[config.mk]
export PLATFORM = sky130hd
export DESIGN_NAME = sa_input_skewer
export DESIGN_NICKNAME = d
export VERILOG_FILES = /design/src/rtl/sa_input_skewer_pkg.sv /design/src/rtl/sa_vec_fifo.sv /design/src/rtl/sa_input_skewer.sv
export SDC_FILE = /design/constraint.sdc
export NUM_CORES = 1
export LEC_CHECK = 0
export BUFFER_PORTS_ARGS = -buffer_cell sky130_fd_sc_hd__clkbuf_2
export CAP_MARGIN = 30
export CELL_PAD_IN_SITES_DETAIL_PLACEMENT = 1
export CELL_PAD_IN_SITES_GLOBAL_PLACEMENT = 1
export CORE_ASPECT_RATIO = 1.25
export CORE_MARGIN = 2
export CORE_UTILIZATION = 45
export CTS_BUF_LIST = sky130_fd_sc_hd__clkbuf_2
export DETAILED_ROUTE_END_ITERATION = 6
export PLACE_DENSITY_LB_ADDON = 0.1
export SLEW_MARGIN = 5
export SYNTH_ARGS = -nofsm -noshare
export SYNTH_HDL_FRONTEND = slang
export SYNTH_SLANG_ARGS = --single-unit
[constraint.sdc]
create_clock -name clk -period 4 [get_ports clk]
set_input_delay 0.2 -clock clk [delete_from_list [all_inputs] [get_ports clk]]
set_output_delay 0.2 -clock clk [all_outputs]
set_load 0.02 [all_outputs]
[src/rtl/sa_input_skewer_pkg.sv]
// Shared types and constants for the systolic-array input skewer.
// The skew triangle is stored flat, so tri_base gives the first register of each row.
package sa_input_skewer_pkg;

   localparam int SA_DIM          = 4;
   localparam int SA_BIT_W        = 32;
   localparam int SKEW_FIFO_DEPTH = 4;

   typedef logic [SA_DIM-1:0][SA_BIT_W-1:0] row_vec_t;

   typedef enum logic [1:0] {
      IDLE,
      STREAM,
      DRAIN,
      DONE
   } skew_state_e;

   function automatic int tri_base(input int row);
      return row * (row + 1) / 2;
   endfunction

endpackage

[src/rtl/sa_vec_fifo.sv]
// Synchronous FIFO holding whole activation vectors together with their last-of-pass tag.
// The read side is combinational from the head entry, so a pop consumes the data shown this cycle.
module sa_vec_fifo
   import sa_input_skewer_pkg::*;
#(
   parameter int DIM   = SA_DIM,
   parameter int BIT_W = SA_BIT_W,
   parameter int DEPTH = SKEW_FIFO_DEPTH
) (
   input  logic                        clk,
   input  logic                        rstn,
   input  logic                        push,
   input  logic [DIM-1:0][BIT_W-1:0]   wr_vec,
   input  logic                        wr_last,
   input  logic                        pop,
   output logic [DIM-1:0][BIT_W-1:0]   rd_vec,
   output logic                        rd_last,
   output logic                        full,
   output logic                        empty,
   output logic [$clog2(DEPTH):0]      count
);

   localparam int AW = $clog2(DEPTH);
   localparam int CW = AW + 1;

   logic [DIM-1:0][BIT_W-1:0] vec_mem [DEPTH];
   logic                      last_mem [DEPTH];
   logic [AW-1:0]             wr_ptr;
   logic [AW-1:0]             rd_ptr;
   logic                      push_ok;
   logic                      pop_ok;

   assign full    = (count == CW'(DEPTH));
   assign empty   = (count == '0);
   assign push_ok = push & ~full;
   assign pop_ok  = pop & ~empty;
   assign rd_vec  = vec_mem[rd_ptr];
   assign rd_last = last_mem[rd_ptr];

   always_ff @(posedge clk) begin
      if (push_ok) begin
         vec_mem[wr_ptr]  <= wr_vec;
         last_mem[wr_ptr] <= wr_last;
      end
   end

   // Depth is a power of two, so the pointers wrap naturally.
   always_ff @(posedge clk or negedge rstn) begin
      if (!rstn) begin
         wr_ptr <= '0;
         rd_ptr <= '0;
         count  <= '0;
      end else begin
         if (push_ok) wr_ptr <= wr_ptr + AW'(1);
         if (pop_ok)  rd_ptr <= rd_ptr + AW'(1);
         case ({push_ok, pop_ok})
            2'b10:   count <= count + CW'(1);
            2'b01:   count <= count - CW'(1);
            default: count <= count;
         endcase
      end
   end

endmodule

[src/rtl/sa_input_skewer.sv]
// Buffers activation vectors and emits them diagonally skewed onto the systolic array's left edge.
// Row i sees an element i cycles after row 0; a tagged last vector is drained and then done pulses.
module sa_input_skewer
   import sa_input_skewer_pkg::*;
#(
   parameter int DIM        = SA_DIM,
   parameter int BIT_W      = SA_BIT_W,
   parameter int FIFO_DEPTH = SKEW_FIFO_DEPTH
) (
   input  logic                   clk,
   input  logic                   rstn,
   input  logic                   in_valid,
   output logic                   in_ready,
   input  logic [DIM*BIT_W-1:0]   in_vec,
   input  logic                   in_last,
   input  logic                   en,
   output logic [DIM*BIT_W-1:0]   left_out,
   output logic [DIM-1:0]         left_valid,
   output logic                   busy,
   output logic                   done
);

   localparam int CNT_W = $clog2(DIM) + 1;
   localparam int NREG  = DIM * (DIM + 1) / 2;
   localparam int AW    = $clog2(FIFO_DEPTH);

   logic [DIM-1:0][BIT_W-1:0] rd_vec;
   logic                      rd_last;
   logic                      full;
   logic                      empty;
   logic [AW:0]               count;
   logic                      push;
   logic                      pop;

   skew_state_e               state;
   skew_state_e               state_n;
   logic [CNT_W-1:0]          cnt;
   logic [CNT_W-1:0]          cnt_n;

   logic [BIT_W-1:0]          skew_data [NREG];
   logic                      skew_vld  [NREG];

   // Gating with rstn keeps the producer stalled for the whole reset window.
   assign in_ready = rstn & ~full;
   assign push     = in_valid & in_ready;
   assign pop      = en & ~empty & ((state == IDLE) || (state == STREAM));
   assign done     = (state == DONE);
   assign busy     = (state != IDLE) || (count != '0);

   sa_vec_fifo #(
      .DIM   (DIM),
      .BIT_W (BIT_W),
      .DEPTH (FIFO_DEPTH)
   ) u_fifo (
      .clk     (clk),
      .rstn    (rstn),
      .push    (push),
      .wr_vec  (in_vec),
      .wr_last (in_last),
      .pop     (pop),
      .rd_vec  (rd_vec),
      .rd_last (rd_last),
      .full    (full),
      .empty   (empty),
      .count   (count)
   );

   // Stage 0 of every row takes the popped vector or a zero bubble; deeper stages shift.
   always_ff @(posedge clk or negedge rstn) begin
      if (!rstn) begin
         for (int k = 0; k < NREG; k++) begin
            skew_data[k] <= '0;
            skew_vld[k]  <= 1'b0;
         end
      end else if (en) begin
         for (int r = 0; r < DIM; r++) begin
            skew_data[tri_base(r)] <= pop ? rd_vec[r] : '0;
            skew_vld[tri_base(r)]  <= pop;
            for (int s = 1; s <= r; s++) begin
               skew_data[tri_base(r) + s] <= skew_data[tri_base(r) + s - 1];
               skew_vld[tri_base(r) + s]  <= skew_vld[tri_base(r) + s - 1];
            end
         end
      end
   end

   always_comb begin
      left_out   = '0;
      left_valid = '0;
      for (int r = 0; r < DIM; r++) begin
         left_out[r*BIT_W +: BIT_W] = skew_data[tri_base(r) + r];
         left_valid[r]              = skew_vld[tri_base(r) + r];
      end
   end

   // The drain count is timed so DONE coincides with the last row showing the last element.
   always_comb begin
      state_n = state;
      cnt_n   = cnt;
      case (state)
         IDLE, STREAM: begin
            if (pop) begin
               if (rd_last) begin
                  if (DIM == 1) begin
                     state_n = DONE;
                  end else begin
                     state_n = DRAIN;
                     cnt_n   = CNT_W'(DIM - 1);
                  end
               end else begin
                  state_n = STREAM;
               end
            end
         end
         DRAIN: begin
            if (en) begin
               if (cnt == CNT_W'(1)) state_n = DONE;
               cnt_n = cnt - CNT_W'(1);
            end
         end
         DONE:    state_n = IDLE;
         default: state_n = IDLE;
      endcase
   end

   always_ff @(posedge clk or negedge rstn) begin
      if (!rstn) begin
         state <= IDLE;
         cnt   <= '0;
      end else begin
         state <= state_n;
         cnt   <= cnt_n;
      end
   end

endmodule

==> results of run 1 <==
## repair_timing
item | in CTS | in global routing
hold endpoints to repair | 1649 | 0
hold buffers | 384 | 0
setup endpoints to repair | 0 | 0
## worst max-delay path: stages
cell           delay (ns)
dlygate4sd3_1        0.52
dlygate4sd3_1        0.58
buf_8                0.09
dlygate4sd3_1        0.88
buf_12               0.62
o31a_1               0.25
clkbuf_2             0.22
## final timing paths
kind	start	slack [ns]	to
max	rstn	0.36	in_ready
min	in_vec[125]	0.24	u_fifo.vec_mem[0][125]
max reg2reg	u_fifo.count[2]	1.64	u_fifo.last_mem[1]
min reg2reg	skew_data[223]	0.49	skew_data[191]
max in group asynchronous	rstn	1.69	skew_data[42]
min in group asynchronous	rstn	0.42	skew_data[261]
## through the flow
stage	setup WS, ns	instances
after floorplan	1.112	1576
after global placement	1.546	2610
after detailed placement	1.534	2611
after CTS	0.1985	3371
after global routing	0.09439	3375
final	0.3558	3375
## power groups by stage
stage / logic, mW / registers, mW / clock network (mW)
after floorplan: 5.82 / 12.3 / 0
after CTS: 6.85 / 12.8 / 6.07
final: 6.72 / 12.8 / 5.83
after detailed placement: 6.53 / 13.0 / 0
after global placement: 6.35 / 12.9 / 0
after global routing: 7.26 / 13.1 / 6.53
## cells in the mapped netlist, drive strengths merged, types with 2 or more instances
master,count,area [µm²]
clkbuf,24,90.09
nand3,2,10.01
nor2b,2,12.51
xnor2,5,43.79
mux4,129,2905
mux2,197,2218
o31a,2,17.52
nand2,3,13.77
and2,5,31.28
o21ai,2,10.01
ha,7,87.58
dfrtp,336,8408
a22o,128,1121
o211ai,2,15.01
a211oi,2,15.01
or3,2,12.51
edfxtp,516,15490
inv,12,45.04
buf,186,1410
## registers in the layout, indices dropped and copies added (netlist names)
name             cells
u_fifo.wr_ptr        2
left_valid           1
skew_vld             3
u_fifo.rd_ptr        2
left_out           128
skew_data          192
cnt                  3
u_fifo.last_mem      4
u_fifo.vec_mem     512
state                2
u_fifo.count         3
## cell families after synthesis
logic type / synth area share, %
flip-flops: 74.50
multiplexers: 16.00
buffers and inverters: 4.816
AO/OA/AOI/OAI: 3.853
AND/OR/NAND/NOR: 0.3315
adder cells (fa/ha/maj): 0.3354
XOR/XNOR: 0.1638
## metal layers
layer	vias up	GRT usage (%)
met3	112	5.697
met1	9031	24.31
met2	382	35.97
li1	7547	-
met5	-	0
met4	4	7.610
## cell type report
cell class	instances	share of cell area, %
flip-flops and latches	852	60.71
multi-input cells	502	16.88
repair buffers	687	14.33
clock buffers	314	3.990
well taps	943	2.996
clock inverters	62	0.9499
inverters	12	0.1271
diodes	3	0.01906
==> impl_metrics.tcl, run 1 <==
set metrics [dict create \
    drive_above_1_share_pct 39.85 \
    gp_congestion 0.6988 \
    grt_pass1_vias 19630 \
    pwr-share-clk_pct 23.0 \
    die-area_um2 73460 \
    fmax_mhz 274.4 \
    port_buffers 267 \
    crit_required_ns 3.80 \
    wl_met2_um 38640 \
    start_util_pct 45.42 \
    multi_input_area_um2 6646 \
    finalCritPeriodShare_pct 91.11 \
    critPathMaxFanout 153 \
    die_h_um 302.5 \
    rsz0062_at_grt "false" \
    power_density_nw_per_um2 642.7 \
    fin_area_um2 39390 \
    post_cts_resized 0 \
    p_int_mw 17.19 \
    path_class "in2out" \
    dr.pass1.iters 4 \
    htreeDepth 4 \
    hold_depth 3 \
    ir_drop_uv 293.1 \
    synth-seq-cells 852 \
    clockRootBuffer "clkbuf_2" \
    hold_ws_ns 0.2359 \
    ys.flop_type "edfxtp_1" \
    pwr-share-comb_pct 26.6 \
    cts_buffers 202 \
    top_layer "met5" \
    nets 2398 \
    switching_power_mw 8.128 \
    clk_pin_slew_ns 0.10 \
    core-area_um2 70650 \
    netlist_area_um2 32080 \
    met1Wirelength_um 29300 \
    route.met3.wl_um 3739 \
    seq_area_frac_synth_pct 74.50 \
    area_growth_pct 22.75 \
    grt-ovfl-total 0 \
    syn_nets 1717 \
    power_mw 25.31 \
    drt_iter0_drc 625 \
    relSlewSlack_pct 32.80 \
    crit_path_end_kind "output pin" \
    post-route-drc-count 0 \
    leakagePower_nw 16.00 \
    reg2reg_depth 4 \
    clock_path_buffers 3 \
    clk_latency_ns 1.44 \
    finalSetupViolCount 0 \
    fin_util_pct 55.75 \
    grt_pass1_wl_um 114000 \
    clock-sinks 852 \
    hold_viol 0 \
    clock_skew_ns 0.07308 \
    tritoncts "yes" \
    hp-class "in2reg" \
    final_max_slew_viol_count 0 \
    layout_min_cycle_time_ns 3.644 \
    die_x_um 242.8 \
    tightest_slew_ns 1.008 \
    grt_max_degree 154 \
    cp-start-kind "input pin" \
    register_area_um2 23910 \
    hpwlAfterDp_um 38790 \
    synth.distinct_cells 40 \
    mostFrequentLayoutCells "clkbuf_2, edfxtp_1, dlygate4sd3_1, dfrtp_1, mux2_2" \
    seqPwrFrac_pct 50.4 \
    syn_avg_cell_area_um2 20.36 \
    placed_area_um2 33540 \
    viasPerCell 5.060 \
    routed_wl_um 73180 \
    ys.warnings.count 0 \
    ios 268 \
    layout_commonest_cell "clkbuf_2" \
    synth_cells 1576 \
    maxCapViolations 0 \
    critPathArrivalTime_ns 3.44 \
    fillers 6616 \
    synth_edf_count 516 \
    cts_setup_buffers 0 \
    async_flop_share_pct 39.44 \
    finalSetupTns_ns 0 \
    drtAntennaViolNets 0 \
    wl_per_cell_um 21.68 \
    num_vias 17080 \
    status "completed" \
    grt_usage_pct 20.54 \
    grt_antenna_before_repair 4 \
    p_sw_share_pct 32.11 \
    row_count 109 \
]
Note: power is estimated with default switching activity, not from simulation.
==> run 2: changes to the inputs <==
REMOVE_ABC_BUFFERS = 1   (was default)
==> run 2 against run 1 <==
Net effect: cell count is 0.74% lower; fmax is 15% higher; sequential power hardly changed; register-to-register slack worse by 0.02 ns; critical path depth is 4 lower; critical path type is now reg2out.
==> impl_metrics.tcl, run 2 (same netlist as run 1, synthesis figures left out) <==
set metrics [dict create \
    layout_commonest_cell "clkbuf_2" \
    drive_above_1_share_pct 40.34 \
    start_util_pct 45.42 \
    r2r_start "u_fifo.count[0]" \
    rsz0062_at_grt "false" \
    post-route-drc-count 0 \
    core-area_um2 70650 \
    wl_per_cell_um 21.58 \
    clock-sinks 852 \
    crit_required_ns 3.80 \
    cts_setup_buffers 0 \
    die_x_um 242.8 \
    finalCritPeriodShare_pct 79.05 \
    ir_drop_uv 368.9 \
    grt_pass1_wl_um 113600 \
    cp-start-kind "register" \
    dr.pass1.iters 5 \
    fmax_mhz 316.3 \
    reg2reg_depth 3 \
    r2r_setup_slack_ns 1.62 \
    r2r_end "u_fifo.vec_mem[0][0]" \
    largest_reg_flops 512 \
    layout_min_cycle_time_ns 3.162 \
    final_max_slew_viol_count 0 \
    drt_iter0_drc 621 \
    postCtsHoldBufs 366 \
    routed_wl_um 72280 \
    busiest_layer "met2" \
    grt_pass1_vias 19390 \
    crit_path_end_kind "output pin" \
    hp-class "in2reg" \
    clock_path_buffers 3 \
    maxCapViolations 0 \
    grt_use_met3_pct 5.343 \
    grt_max_degree 131 \
    die-area_um2 73460 \
    regMostFlops "u_fifo.vec_mem" \
    critPathArrivalTime_ns 2.96 \
    clk_latency_ns 1.43 \
    relSlewSlack_pct 39.74 \
    ios 268 \
    power_density_nw_per_um2 642.6 \
    viasPerCell 5.053 \
    cts_buffers 203 \
    row_count 109 \
    leakagePower_nw 15.89 \
    path_class "reg2out" \
    grtUsageMet1_pct 24.03 \
    num_vias 16930 \
    critical_path.startpoint "u_fifo.count[0]" \
    finalSetupViolCount 0 \
    fillers 6653 \
    clock_skew_ns 0.08412 \
    fin_area_um2 39140 \
    mostFrequentLayoutCells "clkbuf_2, edfxtp_1, dlygate4sd3_1, dfrtp_1, mux2_2" \
    grt_use_met2_pct 36.39 \
    area_growth_pct 21.99 \
    drtAntennaViolNets 0 \
    tritoncts "yes" \
    die_h_um 302.5 \
    power_mw 25.15 \
    critPathMaxFanout 7 \
    tightest_slew_ns 0.9039 \
    gp_congestion 0.6879 \
    cp-endpoint "busy" \
    placed_area_um2 33510 \
    post_cts_resized 0 \
    grt_usage_pct 20.50 \
    hold_viol 0 \
    status "completed" \
    hpwlAfterDp_um 38130 \
    port_buffers 267 \
    clk_pin_slew_ns 0.11 \
    nets 2367 \
    htreeDepth 4 \
    clockRootBuffer "clkbuf_2" \
    grt_antenna_before_repair 2 \
    grt-ovfl-total 0 \
]
==> run 2: through the flow <==
stage	cells	setup slack, ns	hold slack [ns]	setup TNS (ns)	util [%]
finish	3350	0.8382	0.1972	0	55.40
global route	3350	0.5465	0.02193	0	55.40
CTS	3345	0.5705	0.001461	0	55.38
detailed placement	2598	1.409	0.1458	0	47.43
global placement	2597	1.434	0.1373	0	47.39
floorplan	1366	-2.244	-0.09559	-392.12	-
==> run 2: final cells by class <==
type / count / area, µm² / share of cell area [%]
Clock inverter: 50 / 265.3 / 0.6777
Tap cell: 943 / 1180 / 3.015
Sequential cell: 852 / 23910 / 61.09
Clock buffer: 331 / 1657 / 4.233
Inverter: 12 / 52.55 / 0.1343
Antenna cell: 5 / 12.51 / 0.03197
Multi-Input combinational cell: 502 / 6646 / 16.98
Timing Repair Buffer: 655 / 5415 / 13.84
==> run 2: power by group <==
group / switching [mW] / total [mW] / leakage (nW) / internal [mW]
Sequential: 1.21 / 12.7 / 9.05 / 11.5
Combinational: 3.39 / 6.72 / 5.35 / 3.33
Clock: 3.44 / 5.74 / 1.49 / 2.30
==> run 2: worst min-delay path by stage <==
stage                     start                      to  slack, ns  cells past startpoint
floorplan                  rstn                  cnt[0]       -0.1                      0
global placement           rstn          skew_data[265]       0.14                      1
detailed placement         rstn          skew_data[265]       0.15                      1
CTS                 in_vec[117]  u_fifo.vec_mem[0][117]      0.001                      3
global route         in_vec[69]   u_fifo.vec_mem[3][69]       0.02                      3
finish               in_vec[69]   u_fifo.vec_mem[2][69]       0.20                      3
==> run 2: per-layer routing <==
metal	wire, µm	share of wire [%]	up-vias
met5	0	0	-
met4	1466	2.0	0
met3	3462	4.8	108
met2	38560	53	418
met1	28790	40	8900
li1	-	-	7500
==> run 2: critical path, cell delays in order, from the launching register on <==
cell and delay (ns):
dfrtp_1 0.48, or3_1 0.45, or3_1 0.47, clkbuf_2 0.21
==> run 3: changes to the inputs <==
clock period = 2.8 ns   (was 4 ns; I/O delays follow)
==> run 3 against run 2 <==
Net effect: the flow now finishes with violations (setup timing); power increased by 45%; critical path type unchanged; critical path depth unchanged; global-route usage increased by 0.32 points; combinational power increased by 47%; non-clock buffer count increased by 43; die area unchanged; routed wire length increased by 1.7%; sequential share of layout area decreased by 0.87 points; setup slack got worse by 0.85 ns; clock skew increased by 0.017 ns; worst hold slack improved by 0.042 ns; sequential power increased by 43%.
==> impl_metrics.tcl, run 3 (same netlist as run 1, synthesis figures left out) <==
set metrics [dict create \
    status "finished with violations" \
    violations "setup timing" \
    layout_commonest_cell "clkbuf_2" \
    htreeDepth 4 \
    post-route-drc-count 0 \
    switching_power_mw 11.65 \
    largest_reg_flops 512 \
    min_from "in_vec[113]" \
    finalSetupTns_ns -0.01494 \
    cp_top_family "simple AND/OR/NAND/NOR gates" \
    wl_per_cell_um 21.67 \
    dr.pass1.iters 4 \
    r2r_start "u_fifo.count[0]" \
    routed_wl_um 73480 \
    fin_ws_ns -0.01494 \
    place_ws_ns 0.6264 \
    viasPerCell 5.037 \
    hpwlAfterDp_um 39760 \
    nets 2410 \
    drtAntennaViolNets 0 \
    placed_area_um2 33760 \
    cp-start-kind "register" \
    tritoncts "yes" \
    grt_pass1_wl_um 115300 \
    cpMostUsedCell "or3_4" \
    power_density_nw_per_um2 916.4 \
    clock_path_buffers 3 \
    clock-sinks 852 \
    mostFrequentLayoutCells "clkbuf_2, edfxtp_1, dlygate4sd3_1, dfrtp_1, mux2_2" \
    drive_above_1_share_pct 40.07 \
    grt-ovfl-total 0 \
    p_int_mw 24.74 \
    p_sw_share_pct 32.01 \
    maxCapViolations 0 \
    clock_skew_ns 0.1012 \
    row_count 109 \
    ir_drop_uv 523.3 \
    drt_iter0_drc 665 \
    die_h_um 302.5 \
    ios 268 \
    rsz0062_at_grt "true" \
    start_util_pct 45.42 \
    gp_congestion 0.6974 \
    cp_cell_sequence "or3_4, or3_4, buf_8" \
    dp_cells 2614 \
    seqPwrFrac_pct 49.9 \
    regMostFlops "u_fifo.vec_mem" \
    cp_slowest_cell "dfrtp_2" \
    finalSetupViolCount 1 \
    critical_path.startpoint "u_fifo.count[0]" \
    critPathMaxFanout 3 \
    core-area_um2 70650 \
    crit_path_end_kind "output pin" \
    tightest_slew_ns 0.8566 \
    clk_pin_slew_ns 0.10 \
    pwr-share-clk_pct 22.9 \
    finalCritPeriodShare_pct 100.5 \
    hp-class "in2reg" \
    clockRootBuffer "clkbuf_2" \
    hold_viol 0 \
    hold_depth 3 \
    grt_pass1_vias 19760 \
    die-area_um2 73460 \
    fin_util_pct 56.20 \
    die_x_um 242.8 \
    reg2reg_depth 9 \
    layout_min_cycle_time_ns 2.815 \
    pwr-share-comb_pct 27.2 \
    leakagePower_nw 16.13 \
    clk_latency_ns 1.42 \
    grt_max_degree 133 \
    port_buffers 267 \
    stdcell_count 3391 \
    critPathBufInv 1 \
    power_mw 36.38 \
    fillers 6619 \
    grt_usage_pct 20.82 \
    cp_slowest_stage_delay_ns 0.43 \
    grt_antenna_before_repair 1 \
    crit_required_ns 2.66 \
    area_growth_pct 23.75 \
    critPathArrivalTime_ns 2.67 \
    path_class "reg2out" \
    cp.depth 3 \
    cts_buffers 203 \
    final_max_slew_viol_count 0 \
    num_vias 17080 \
    relSlewSlack_pct 42.90 \
    fmax_mhz 355.2 \
    fin_area_um2 39700 \
    hold_ws_ns 0.2396 \
]
==> run 3: per-layer routing <==
| layer | global-route usage [%] | share of wire, % |
|---|---|---|
| met1 | 24.40 | 39 |
| met2 | 37.24 | 54 |
| met3 | 5.440 | 4.8 |
| met4 | 7.143 | 2.2 |
| met5 | 0 | 0 |
==> run 3: power groups by stage <==
stage               combinational (mW)  sequential (mW)  clock (mW)
finish                            9.89             18.1        8.34
global route                      10.7             18.6        9.38
CTS                               10.1             18.2        8.65
detailed placement                9.54             18.4           0
global placement                  9.34             18.3           0
floorplan                         4.83             19.6           0
==> run 3: cell type report <==
class	instances	area, µm²	area share, %
multi-input cells	502	6656	16.76
well taps	943	1180	2.972
flip-flops and latches	852	23910	60.22
clock inverters	65	371.6	0.9359
diodes	2	5.005	0.01261
clock buffers	317	1587	3.996
inverters	12	52.55	0.1324
repair buffers	698	5941	14.96
==> run 3: final timing paths <==
kind / endpoint / slack [ns]
max: busy / -0.01
max in group asynchronous: left_out[86] / 1.57
min reg2reg: left_out[62] / 0.49
min in group asynchronous: left_out[22] / 0.42
min: u_fifo.vec_mem[0][113] / 0.24
max reg2reg: u_fifo.count[2] / 0.53
==> run 3: tightest hold or removal path, stage by stage <==
cell and delay (ns):
dlygate4sd3_1 0.56, clkbuf_2 0.12, dlygate4sd3_1 0.60
==> run 3: timing repair <==
item | 4_1_cts | 5_1_grt
buffers inserted | 2 | 0
endpoints found under the hold margin | 1704 | 0
gates resized for setup | 5 | 1
hold buffers | 391 | 0
setup endpoints to repair | 1 | 2
pin swaps | 1 | 0
